--- config.mk ---
export PLATFORM = sky130hd
export DESIGN_NAME = stack_rpn_engine
export DESIGN_NICKNAME = d
export VERILOG_FILES = /design/src/rtl/stack_rpn_engine.sv
export SDC_FILE = /design/constraint.sdc
export NUM_CORES = 1
export LEC_CHECK = 0
export ABC_AREA = 0
export CAP_MARGIN = 40
export CORE_ASPECT_RATIO = 0.9
export CORE_MARGIN = 2
export CORE_UTILIZATION = 46
export DETAILED_ROUTE_END_ITERATION = 6
export PLACE_DENSITY = 0.86
export SETUP_SLACK_MARGIN = 0.05
export SYNTH_ARGS = -nofsm -noshare
export SYNTH_HDL_FRONTEND = slang
export SYNTH_SLANG_ARGS = --single-unit
--- constraint.sdc ---
create_clock -name clk -period 2.7 [get_ports clk]
set_clock_uncertainty 0.05 [all_clocks]
set_input_delay 0.54 -clock clk [delete_from_list [all_inputs] [get_ports clk]]
set_output_delay 0.54 -clock clk [all_outputs]
set_load 0.02 [all_outputs]
--- src/rtl/stack_rpn_engine.sv ---
// Reverse-Polish evaluator: accepts operand/operator tokens, masters an external
// LIFO stack via push/pop requests, and strobes each operator result.
module stack_rpn_engine #(
  parameter int unsigned WIDTH     = 8,
  parameter int unsigned DEPTH_LOG = 4
) (
  input  logic                 clk,
  input  logic                 rst_n,
  input  logic                 token_valid,
  output logic                 token_ready,
  input  logic                 token_is_op,
  input  logic [1:0]           token_op,
  input  logic [WIDTH-1:0]     token_data,
  output logic                 stack_write_req,
  output logic [WIDTH-1:0]     stack_write_data,
  output logic                 stack_read_req,
  input  logic [WIDTH-1:0]     stack_read_data,
  output logic                 result_valid,
  output logic [WIDTH-1:0]     result_data,
  output logic                 err_overflow,
  output logic                 err_underflow,
  output logic [DEPTH_LOG:0]   depth
);

  localparam int unsigned DW = DEPTH_LOG + 1;
  localparam logic [DW-1:0] CAPACITY = DW'(1) << DEPTH_LOG;

  typedef enum logic [2:0] {
    S_IDLE,
    S_PUSH,
    S_POP_B,
    S_POP_A,
    S_CAP_A,
    S_EXEC
  } state_t;

  state_t           r_state;
  state_t           w_next;
  logic             w_accept;
  logic             w_ovf;
  logic             w_unf;
  logic [WIDTH-1:0] w_result;

  logic [1:0]       r_op;
  logic [WIDTH-1:0] r_b;
  logic [WIDTH-1:0] r_wdata;
  logic [WIDTH-1:0] r_result;
  logic [DW-1:0]    r_depth;
  logic             r_ready;
  logic             r_wr;
  logic             r_rd;
  logic             r_rv;
  logic             r_ovf;
  logic             r_unf;

  assign w_accept = token_valid && (r_state == S_IDLE);

  // Next-state and error decode; errors drop the token and stay in IDLE
  always_comb begin
    w_next = r_state;
    w_ovf  = 1'b0;
    w_unf  = 1'b0;
    case (r_state)
      S_IDLE: begin
        if (w_accept) begin
          if (!token_is_op) begin
            if (r_depth == CAPACITY) w_ovf  = 1'b1;
            else                     w_next = S_PUSH;
          end else begin
            if (r_depth < DW'(2)) w_unf  = 1'b1;
            else                  w_next = S_POP_B;
          end
        end
      end
      S_PUSH:  w_next = S_IDLE;
      S_POP_B: w_next = S_POP_A;
      S_POP_A: w_next = S_CAP_A;
      S_CAP_A: w_next = S_EXEC;
      S_EXEC:  w_next = S_IDLE;
      default: w_next = S_IDLE;
    endcase
  end

  // A (deeper entry) arrives on stack_read_data during CAP_A; B was captured earlier
  always_comb begin
    w_result = '0;
    case (r_op)
      2'b00:   w_result = stack_read_data + r_b;
      2'b01:   w_result = stack_read_data - r_b;
      2'b10:   w_result = stack_read_data & r_b;
      default: w_result = stack_read_data | r_b;
    endcase
  end

  always_ff @(posedge clk or negedge rst_n) begin
    if (!rst_n) r_state <= S_IDLE;
    else        r_state <= w_next;
  end

  // Outputs are registered from the next state so they line up with it
  always_ff @(posedge clk or negedge rst_n) begin
    if (!rst_n) begin
      r_op     <= '0;
      r_b      <= '0;
      r_wdata  <= '0;
      r_result <= '0;
      r_depth  <= '0;
      r_ready  <= 1'b1;
      r_wr     <= 1'b0;
      r_rd     <= 1'b0;
      r_rv     <= 1'b0;
      r_ovf    <= 1'b0;
      r_unf    <= 1'b0;
    end else begin
      r_ready <= (w_next == S_IDLE);
      r_wr    <= (w_next == S_PUSH) || (w_next == S_EXEC);
      r_rd    <= (w_next == S_POP_B) || (w_next == S_POP_A);
      r_rv    <= (w_next == S_EXEC);
      r_ovf   <= w_ovf;
      r_unf   <= w_unf;
      if (w_next == S_PUSH && r_state == S_IDLE)  r_wdata <= token_data;
      if (w_next == S_POP_B && r_state == S_IDLE) r_op    <= token_op;
      if (r_state == S_POP_A) r_b <= stack_read_data;
      if (r_state == S_CAP_A) begin
        r_result <= w_result;
        r_wdata  <= w_result;
      end
      case (r_state)
        S_PUSH, S_EXEC:   r_depth <= r_depth + DW'(1);
        S_POP_B, S_POP_A: r_depth <= r_depth - DW'(1);
        default:          r_depth <= r_depth;
      endcase
    end
  end

  assign token_ready      = r_ready;
  assign stack_write_req  = r_wr;
  assign stack_write_data = r_wdata;
  assign stack_read_req   = r_rd;
  assign result_valid     = r_rv;
  assign result_data      = r_result;
  assign err_overflow     = r_ovf;
  assign err_underflow    = r_unf;
  assign depth            = r_depth;

endmodule

# --- Yosys cells after proc, flatten, opt, wreduce, memory -nomap -nowiden ---
# Index checks and enable logic that the tools add are counted.
word_totals:
  output_inout_bits: 27
  in_bits: 22
  register_bits: 40
  wordCells: 60
op_classes:
  addsub: 4
  n_eq_ne: 12
  order_cmp: 1
  bitwise: 2
  n_mux: 17
  n_reduce_logical: 12
ops:
  columns: ["op", "n"]
  rows:
  - ["case mux 8 bit (3 select lines)", 1]
  - ["2-to-1 mux 8 bit", 2]
  - ["== test 3 x 2 -> 1 bit, second input constant", 4]
  - ["2-to-1 mux 3 bit", 4]
  - ["case mux 3 bit (4 select lines)", 1]
  - ["case mux 5 bit (2 select lines)", 1]
  - ["== test 3 bit, second input constant", 3]
  - ["adder 8 bit", 1]
  - ["AND 8 bit", 1]
  - ["2-to-1 mux 1 bit", 8]
  - ["OR 8 bit", 1]
  - ["subtractor 8 bit", 1]
  - ["== test 3 x 1 -> 1 bit, second input constant", 2]
  - ["zero test 3 bit", 2]
  - ["adder 5 x 1 -> 5 bit, second input constant", 1]
  - ["== test 5 bit, second input constant", 1]
  - ["less-than comparator 5 x 2 -> 1 bit, second input constant", 1]
  - ["subtractor 5 x 1 -> 5 bit, second input constant", 1]
  - ["nonzero test 2 bit", 2]
  - ["OR reduction 2 bit", 2]
  - ["logical AND 1 bit", 3]
  - ["== test 2 x 1 -> 1 bit, second input constant", 1]
  - ["== test 2 bit, second input constant", 1]
  - ["zero test 2 bit", 1]
  - ["logical OR 1 bit", 2]

# --- Depth between registers and ports, before layout ---
# Gate-level depths: netlist of run 1.
logic_depth:
  word_depth: 9
  depth_mapped: 12
  ltp_nobuf: 11

# --- Worst setup path after synthesis of run 1 ---
# No wires, ideal clock.
synth_path:
  path_type: "register -> register"
  start: "register r_op[1]"
  end: "register r_wdata[7] (netlist: stack_write_data[7])"
  t_arrival_ps: 2368
  path_buffers: 2
  setup_slack_ps: 161
  required_ps: 2530
  path_stages_with_launch: 13
  synth_period_minus_slack_ps: 2539
  setup_ps: 120
  path_cell_list: "dfrtp_1 > buf_2 > nor2b_1 > buf_2 > mux2_2 > inv_1 > ha_1 > nor2b_4 > o31a_1 > o41ai_2 > xnor2_1 > o21ai_2 > o211a_1"
synth_between:
  elab_chain_cells: 3
  elab_cells_between_ends: 5
  classes_between: "eq/ne (2); mux (2); reduce/logical (1)"
synth_rtl:
  columns: ["element", "line_no", "text"]
  rows:
  - ["start, declared", "44", "logic [1:0] r_op;"]
  - ["start signal, assigned", "122", "if (w_next == S_POP_B && r_state == S_IDLE) r_op <= token_op;"]
  - ["== test 2 bit (tied with other cells)", "87", "case (r_op)"]
  - ["case mux 8 bit (3 select lines) *", "87", null]
  - ["2-to-1 mux 8 bit *", "124", "if (r_state == S_CAP_A) begin"]
  - ["end signal, assigned", "121", "if (w_next == S_PUSH && r_state == S_IDLE) r_wdata <= token_data;"]
  - ["end signal, assigned", "126", "r_wdata <= w_result;"]
  - ["end, declared", "46", "logic [WIDTH-1:0] r_wdata;"]
# Every way passes the cells marked *; elsewhere a longest branch is shown, timed or not.
# A chain may end at the register's enable or synchronous reset.

# --- Worst setup path after layout of run 1 ---
layout_path:
  start: "register r_b[0]"
  end: "register r_wdata[4] (netlist: stack_write_data[4])"
layout_between:
  elab_chain_cells: 3
  elab_cells_between_ends: 4
  classes_between: "add/sub (2); mux (2)"
layout_rtl:
  columns: ["element", "line_no", "text"]
  rows:
  - ["start, declared", "45", "logic [WIDTH-1:0] r_b;"]
  - ["start signal, assigned", "123", "if (r_state == S_POP_A) r_b <= stack_read_data;"]
  - ["subtractor 8 bit / adder 8 bit (equally long branches)", "89, 88", null]
  - ["case mux 8 bit (3 select lines) *", "87", null]
  - ["2-to-1 mux 8 bit *", "124", null]
# Marks and branches as above.

==> results.toml, run 1 <==
[sta]
fin_crit_sh_pct = 95.1
tightestPinTransition_ns = 0.448
achievable-frequency_ghz = 0.389
final.setup.worst_slack_ns = 0.132
setup_tns_ns = 0
hold_violations = 0
setup_viol = 0
fin_crit_ns = 2.57
slew_headroom_pct = 70.0
rsz0062_at_grt = "yes"
slew_viol_final = 0

[floorplanning]
floorplan.die_area_um2 = 5640
die_x_um = 78.9
starting_density_pct = 47.8
floorplan.io_pins = 49
core-area_um2 = 4860
num_rows = 24
die_h_um = 71.4

[routing]
vias_per_cell = 5.31
detailedRoute.firstIterationViolations = 167
drt_pre_antenna_iters = 4
num_vias = 1889
drc_errors = 0
antenna_left = 0
postRouteWirelength_um = 5130
detail_route.wl_per_cell_um = 14.4

[critical_path]
worst_setup_path_end_kind = "flop"
path_cells = "inv_1, ha_1, mux2_4, fa_1, nand2b_1, nand2_1, a21oi_1, xor2_1, o21a_1, o31ai_1"
ff2ff_setup_slack_ns = 0.13
critical-path-slowest-cell = "fa_1"
cp_slowest_stage_delay_ns = 0.41
worstSetupStartpointType = "flop"
crit-reg2reg-launch = "r_b[0]"
crit_family = "adder cells"
worst-path-max-fanout = 4
setup.worst_path.class = "reg -> reg"
data_arrival_time_at_the_worst_slack_endpoint_ns = 2.71
timing.reg2reg.worst_path_depth = 10
worst_ep_required_time_ns = 2.84
cp_num_buf_inv = 1
crit-reg2reg-capture = "stack_write_data[4]"

[power_and_ir_drop]
leakagePower_nw = 1.38
power.clock.fraction_pct = 8.6
sequentialPowerShare_pct = 26.3
vdd_ir_drop_max_v = 0.000543
sw_power_mw = 1.96
power.density_nw_per_um2 = 1450
netSwitchingFraction_pct = 44.2
cell_internal_pwr_mw = 2.48
power.share.combinational_pct = 65.0

[synth]
synth_edf_count = 0
synth_flop_cell = "dfrtp_1"
mean_instance_size_in_the_synthesized_netlist_um2 = 10.1
synth_area_um2 = 2320
synth_sequential_area_ratio_pct = 43.1
synthDominantCellAreaShare_pct = 42.0
yosys.cell_types.count = 46
yosys.area.top_type = "dfrtp_1"
syn_inst = 231
ys_async_sr_fraction_pct = 100
synth.top_cells.by_area = "dfrtp_1 (42%), ha_1 (7.0%), mux2_2 (4.8%)"
syn_nets = 268
yosysWarnings = 0
ys_seq_elements = 40

[place]
placedCellCount = 344
postPlaceCellArea_um2 = 2910
gp_routability_congestion = 0.836
dp_hpwl_um = 3690
port_buffers = 48
setup_slack_after_placement_ns = -0.0984

[layout]
multi_input_comb_area_um2 = 1260
layout.cell_area.non_filler_um2 = 3060
synthToLayoutAreaGrowth_pct = 31.8
nFillCells = 400
non_filler_instances = 356
layout-drive-gt1-share_pct = 16.2
antennaDiodeCount = 0
number_of_nets_in_the_finished_design = 327
final-seq-area_um2 = 1000

[worst_hold_path]
timing.hold.worst.start = "stack_write_data[1]"
cell_depth_of_the_worst_hold_path = 2
holdCritPathClass = "reg -> reg"
worstHoldEndpoint = "stack_write_data[1]"

[clocking]
cts_num_sinks = 40
cts_max_level = 2
clock_tree.buffer_depth = 2
tritoncts = "yes"
number_of_buffers_inserted_during_clock_tree_synthesis = 5
cts_root_buf = "clkbuf_8"
worst_setup_hold_path_clk_slew_ns = 0.08
clkLatencyLatePin_ns = 0.29

[global_route]
first_global_vias = 1876
grt_max_degree = 40
first_pass_grt_wire_length_um = 8600
antenna_found_initial = 0
overflow = 0
grtUsageTotal_pct = 19.4

[job]
cap_viol_max_count = 0

[outcome]
status = "finished, final reports clean"
[state kept, by name (all words and copies together) (netlist names)]
signal	count
stack_write_req	1
result_valid	1
err_overflow	1
r_b	8
err_underflow	1
result_data	8
stack_write_data	8
token_ready	1
r_state	3
stack_read_req	1
r_op	2
depth	5
[routing by layer]
metal | global-route usage (%) | vias up | part of all wire [%]
met5 | 0 | - | 0
met4 | 8.05 | 0 | 2.2
met3 | 4.41 | 11 | 4.8
met2 | 31.5 | 51 | 47
met1 | 25.5 | 910 | 46
li1 | - | 917 | -
[tightest hold or removal path, cell delays in order, from the launching register on]
cell	delay, ns
dfrtp_1	0.35
nand2_1	0.05
o31ai_1	0.06
[timing repair]
| action | CTS | global route |
|---|---|---|
| gates resized for setup | 0 | 10 |
| endpoints found under the hold margin | 1 | 0 |
| hold buffers | 1 | 0 |
| setup buffers | 0 | 3 |
| setup endpoints to repair | 0 | 7 |
[power groups by stage]
stage	clock network (mW)	registers (mW)	logic (mW)
3_5_place_dp	0	1.18	2.71
5_1_grt	0.413	1.21	3.18
6_report	0.384	1.17	2.89
2_1_floorplan	0	1.35	1.74
3_3_place_gp	0	1.16	2.59
4_1_cts	0.390	1.16	2.74
[synthesized netlist by cell type (5+ instances only)]
| library cell | n |
|---|---|
| mux2_2 | 10 |
| inv_1 | 12 |
| a21oi_1 | 12 |
| o21ai_0 | 13 |
| dfrtp_1 | 39 |
| o31ai_1 | 6 |
| xor2_1 | 6 |
| nor2_1 | 27 |
| xnor2_1 | 11 |
| maj3_1 | 5 |
| nand2_1 | 20 |
| buf_2 | 6 |
| ha_1 | 13 |
[how the worst max path moves through the flow]
stage	start	depth (start not counted)	to	slack (ns)
after floorplan	r_op[1]	12	stack_write_data[7]	0.16
after global placement	stack_read_data[0]	10	stack_write_data[6]	-0.01
after detailed placement	stack_read_data[0]	10	stack_write_data[6]	-0.1
after CTS	r_b[0]	11	stack_write_data[7]	0.08
after global routing	r_b[0]	10	stack_write_data[6]	0.009
final	r_b[0]	10	stack_write_data[4]	0.13
[logic make-up (layout without fill, tap and decap cells)]
group | count (synthesis) | count (layout) | share of synthesized area [%]
AOI/OAI and AO/OA | 56 | 56 | 17.0
xor gates and xnor gates | 17 | 17 | 6.41
adders and majority gates | 20 | 20 | 10.9
buffers and inverters | 22 | 82 | 4.20
DFF | 40 | 40 | 43.1
muxes | 10 | 10 | 4.85
and+or+nand+nor | 66 | 66 | 13.5
[cell usage in the layout (no fill, tap or decap), types with 3 or more instances in the layout]
cell             netlist  final
xnor2_1               11     11
xor2_1                 6      6
buf_4                  0     10
a21o_1                 4      4
clkdlybuf4s50_1        0     47
a21oi_1               12     12
nand2_1               20     20
o21ai_0               13     12
o211a_1                3      3
clkbuf_8               0      5
a31oi_1                3      3
nand2b_1               4      4
mux2_2                10      9
inv_1                 12     12
dfrtp_1               39     38
maj3_1                 5      5
ha_1                  13     12
o31ai_1                6      5
nor2_1                27     26
o21a_1                 4      4
[per-stage QoR]
step                      utilization (%)  hold slack (ns)  power, mW
final                                63.0            0.441       4.44
after global routing                 63.0            0.478       4.81
after floorplan                         -            0.194       3.09
after global placement               59.4            0.412       3.75
after detailed placement             59.8            0.295       3.89
after CTS                            61.7            0.438       4.30
[area by class of cell]
cell class              instances  area share, %
clock inverters                 1          0.163
well taps                      65           2.66
flip-flops and latches         40           32.8
multi-input cells             169           41.3
inverters                      14           1.72
repair buffers                 60           19.0
clock buffers                   7           2.49
No activity file was read; power rests on OpenSTA's default activity.
==> run 2: changes to the inputs <==
--- a/config.mk
+++ b/config.mk
@@ -9,9 +9,9 @@
 export CAP_MARGIN = 40
 export CORE_ASPECT_RATIO = 0.9
 export CORE_MARGIN = 2
-export CORE_UTILIZATION = 46
+export CORE_UTILIZATION = 51
 export DETAILED_ROUTE_END_ITERATION = 6
-export PLACE_DENSITY = 0.86
+export PLACE_DENSITY = 0.9
 export SETUP_SLACK_MARGIN = 0.05
 export SYNTH_ARGS = -nofsm -noshare
 export SYNTH_HDL_FRONTEND = slang
==> constraint.sdc (replaced) <==
create_clock -name clk -period 2.5 [get_ports clk]
set_clock_uncertainty 0.05 [all_clocks]
set_input_delay 0.5 -clock clk [delete_from_list [all_inputs] [get_ports clk]]
set_output_delay 0.5 -clock clk [all_outputs]
set_load 0.02 [all_outputs]
==> run 2 against run 1 <==
Compared with the run above: the flow now finishes with violations (negative setup slack); clock power increased by 51%; first-iteration DRC count down 32%; combinational power is 28% higher; clock-buffer cell count unchanged; final cell count is 2.5% higher; global-route usage grew 4.0 points; routed wire length grew 25%; hold slack worse by 0.42 ns; non-clock buffer count up 12; critical path depth grew 1; final area is 6.5% higher; highest routed layer unchanged.
==> results.toml, run 2 (synthesized netlist as in run 1, its figures left out) <==
[outcome]
status = "finished, violations left"
violations_in_the_final_reports = "negative setup slack"

[critical_path]
worst_setup_path_end_kind = "flop"
crit_path_frequent_cell = "buf_4"
worstSetupStartpointType = "flop"
cp_num_buf_inv = 3
worst-path-max-fanout = 3
path_cells = "buf_4, buf_4, mux2_4, inv_2, ha_4, nor2b_4, o31a_1, o41ai_2, xnor2_1, o21ai_2, o211a_1"
cp_slowest_stage_delay_ns = 0.43
critical-path-slowest-cell = "dfrtp_2"
crit_family = "compound AO/OA/AOI/OAI gates"
worst_ep_required_time_ns = 2.69
setup.worst_path.class = "reg -> reg"
data_arrival_time_at_the_worst_slack_endpoint_ns = 2.88

[clocking]
worst_setup_hold_path_clk_slew_ns = 0.08
cts_hold_buf = 0
tritoncts = "yes"
clkLatencyLatePin_ns = 0.29
number_of_buffers_inserted_during_clock_tree_synthesis = 5
cts_max_level = 2
cts_num_sinks = 40
clock_tree.buffer_depth = 2
cts_root_buf = "clkbuf_8"

[power_and_ir_drop]
power.clock.fraction_pct = 10.4
netSwitchingFraction_pct = 44.1
vdd_ir_drop_max_v = 0.000642
sequentialPowerShare_pct = 22.9
post-layout-total-power_mw = 5.57
power.density_nw_per_um2 = 1710
power.share.combinational_pct = 66.7
cell_internal_pwr_mw = 3.11
leakagePower_nw = 1.47
sw_power_mw = 2.45

[layout]
number_of_nets_in_the_finished_design = 339
antennaDiodeCount = 0
layout-drive-gt1-share_pct = 23.8
synthToLayoutAreaGrowth_pct = 40.3
non_filler_instances = 365
layout_commonest_cell = "clkdlybuf4s50_1"
layout_common_cells = "clkdlybuf4s50_1 (47), dfrtp_1 (38), nor2_1 (26)"
layout.cell_area.non_filler_um2 = 3260
nFillCells = 306

[global_route]
first_pass_grt_wire_length_um = 8980
overflow = 0
groute.layer.met1.usage_pct = 32.7
met2_usage_pct = 35.9
grt.busiest_layer = "met2"
antenna_found_initial = 0
first_global_vias = 1833
grt_util_met3_pct = 5.89
grtUsageTotal_pct = 23.4
grt_max_degree = 30

[routing]
num_vias = 2049
postRouteWirelength_um = 6380
detail_route.wl_per_cell_um = 17.5
drc_errors = 0
detailedRoute.firstIterationViolations = 113
antenna_left = 0
drt_pre_antenna_iters = 7
vias_per_cell = 5.61

[floorplanning]
num_rows = 23
floorplan.io_pins = 49
core-area_um2 = 4430
die_x_um = 75.2
die_h_um = 68.0
floorplan.die_area_um2 = 5110
starting_density_pct = 52.4

[sta]
setup_viol = 4
timing.hold.ws_ns = 0.0248
achievable-frequency_ghz = 0.371
hold_violations = 0
final.setup.worst_slack_ns = -0.197
fin_crit_sh_pct = 108
rsz0062_at_grt = "yes"
slew_headroom_pct = 70.2
fin_crit_ns = 2.70
tightestPinTransition_ns = 0.444
slew_viol_final = 0

[place]
gp_routability_congestion = 0.836
postPlaceCellArea_um2 = 2980
placedCellCount = 351
dp_hpwl_um = 3760
port_buffers = 48

[job]
cap_viol_max_count = 0

[worst_hold_path]
holdCritPathClass = "in -> async"
## run 2: layer usage
layer / vias to the layer above / wire (um)
met5: - / 0
met4: 0 / 189
met3: 28 / 473
met2: 113 / 3050
met1: 965 / 2670
li1: 943 / -
## run 2: what timing repair did
action | CTS | global route
endpoints found under the setup margin | 9 | 11
resized for setup | 10 | 12
buffers inserted | 1 | 6
pin swaps | 7 | 9
endpoints found under the hold margin | 0 | 0
## run 2: final cells by class
cell class	instances	area [um^2]	share of cell area [%]
clock buffer	7	96.3	2.95
multi-input combinational	169	1330	40.8
timing repair buffer	72	672	20.6
sequential	40	1000	30.8
tap	62	77.6	2.38
inverter	14	52.6	1.61
clock inverter	1	30.0	0.921
## run 2: power groups by stage
stage / clock (mW) / combinational, mW / sequential, mW
after floorplan: 0 / 1.89 / 1.46
after global placement: 0 / 2.99 / 1.24
after detailed placement: 0 / 3.09 / 1.26
after CTS: 0.584 / 3.26 / 1.25
after global routing: 0.614 / 3.98 / 1.31
final: 0.579 / 3.71 / 1.28
## run 2: worst paths after layout
path | from | end | slack [ns] | cells after the start
worst min-delay path | rst_n | depth[1] | 0.02 | 1
worst max-delay path | r_b[1] | stack_write_data[7] | -0.20 | 11
max in group asynchronous | rst_n | token_ready | 1.86 | 2
worst min register to register | stack_write_data[1] | stack_write_data[1] | 0.44 | 2
min in group clk | stack_write_data[1] | stack_write_data[1] | 0.44 | 2
worst max register to register | r_b[1] | stack_write_data[7] | -0.20 | 11
## run 2: stage by stage
stage               utilization [%]  setup TNS (ns)  worst slack [ns]
finish                         73.6          -0.506            -0.197
global route                   73.6          -0.947            -0.275
CTS                            71.3         -0.0573           -0.0339
detailed placement             67.3          -0.526            -0.175
global placement               66.9          -0.329            -0.118
floorplan                         -               0            0.0736
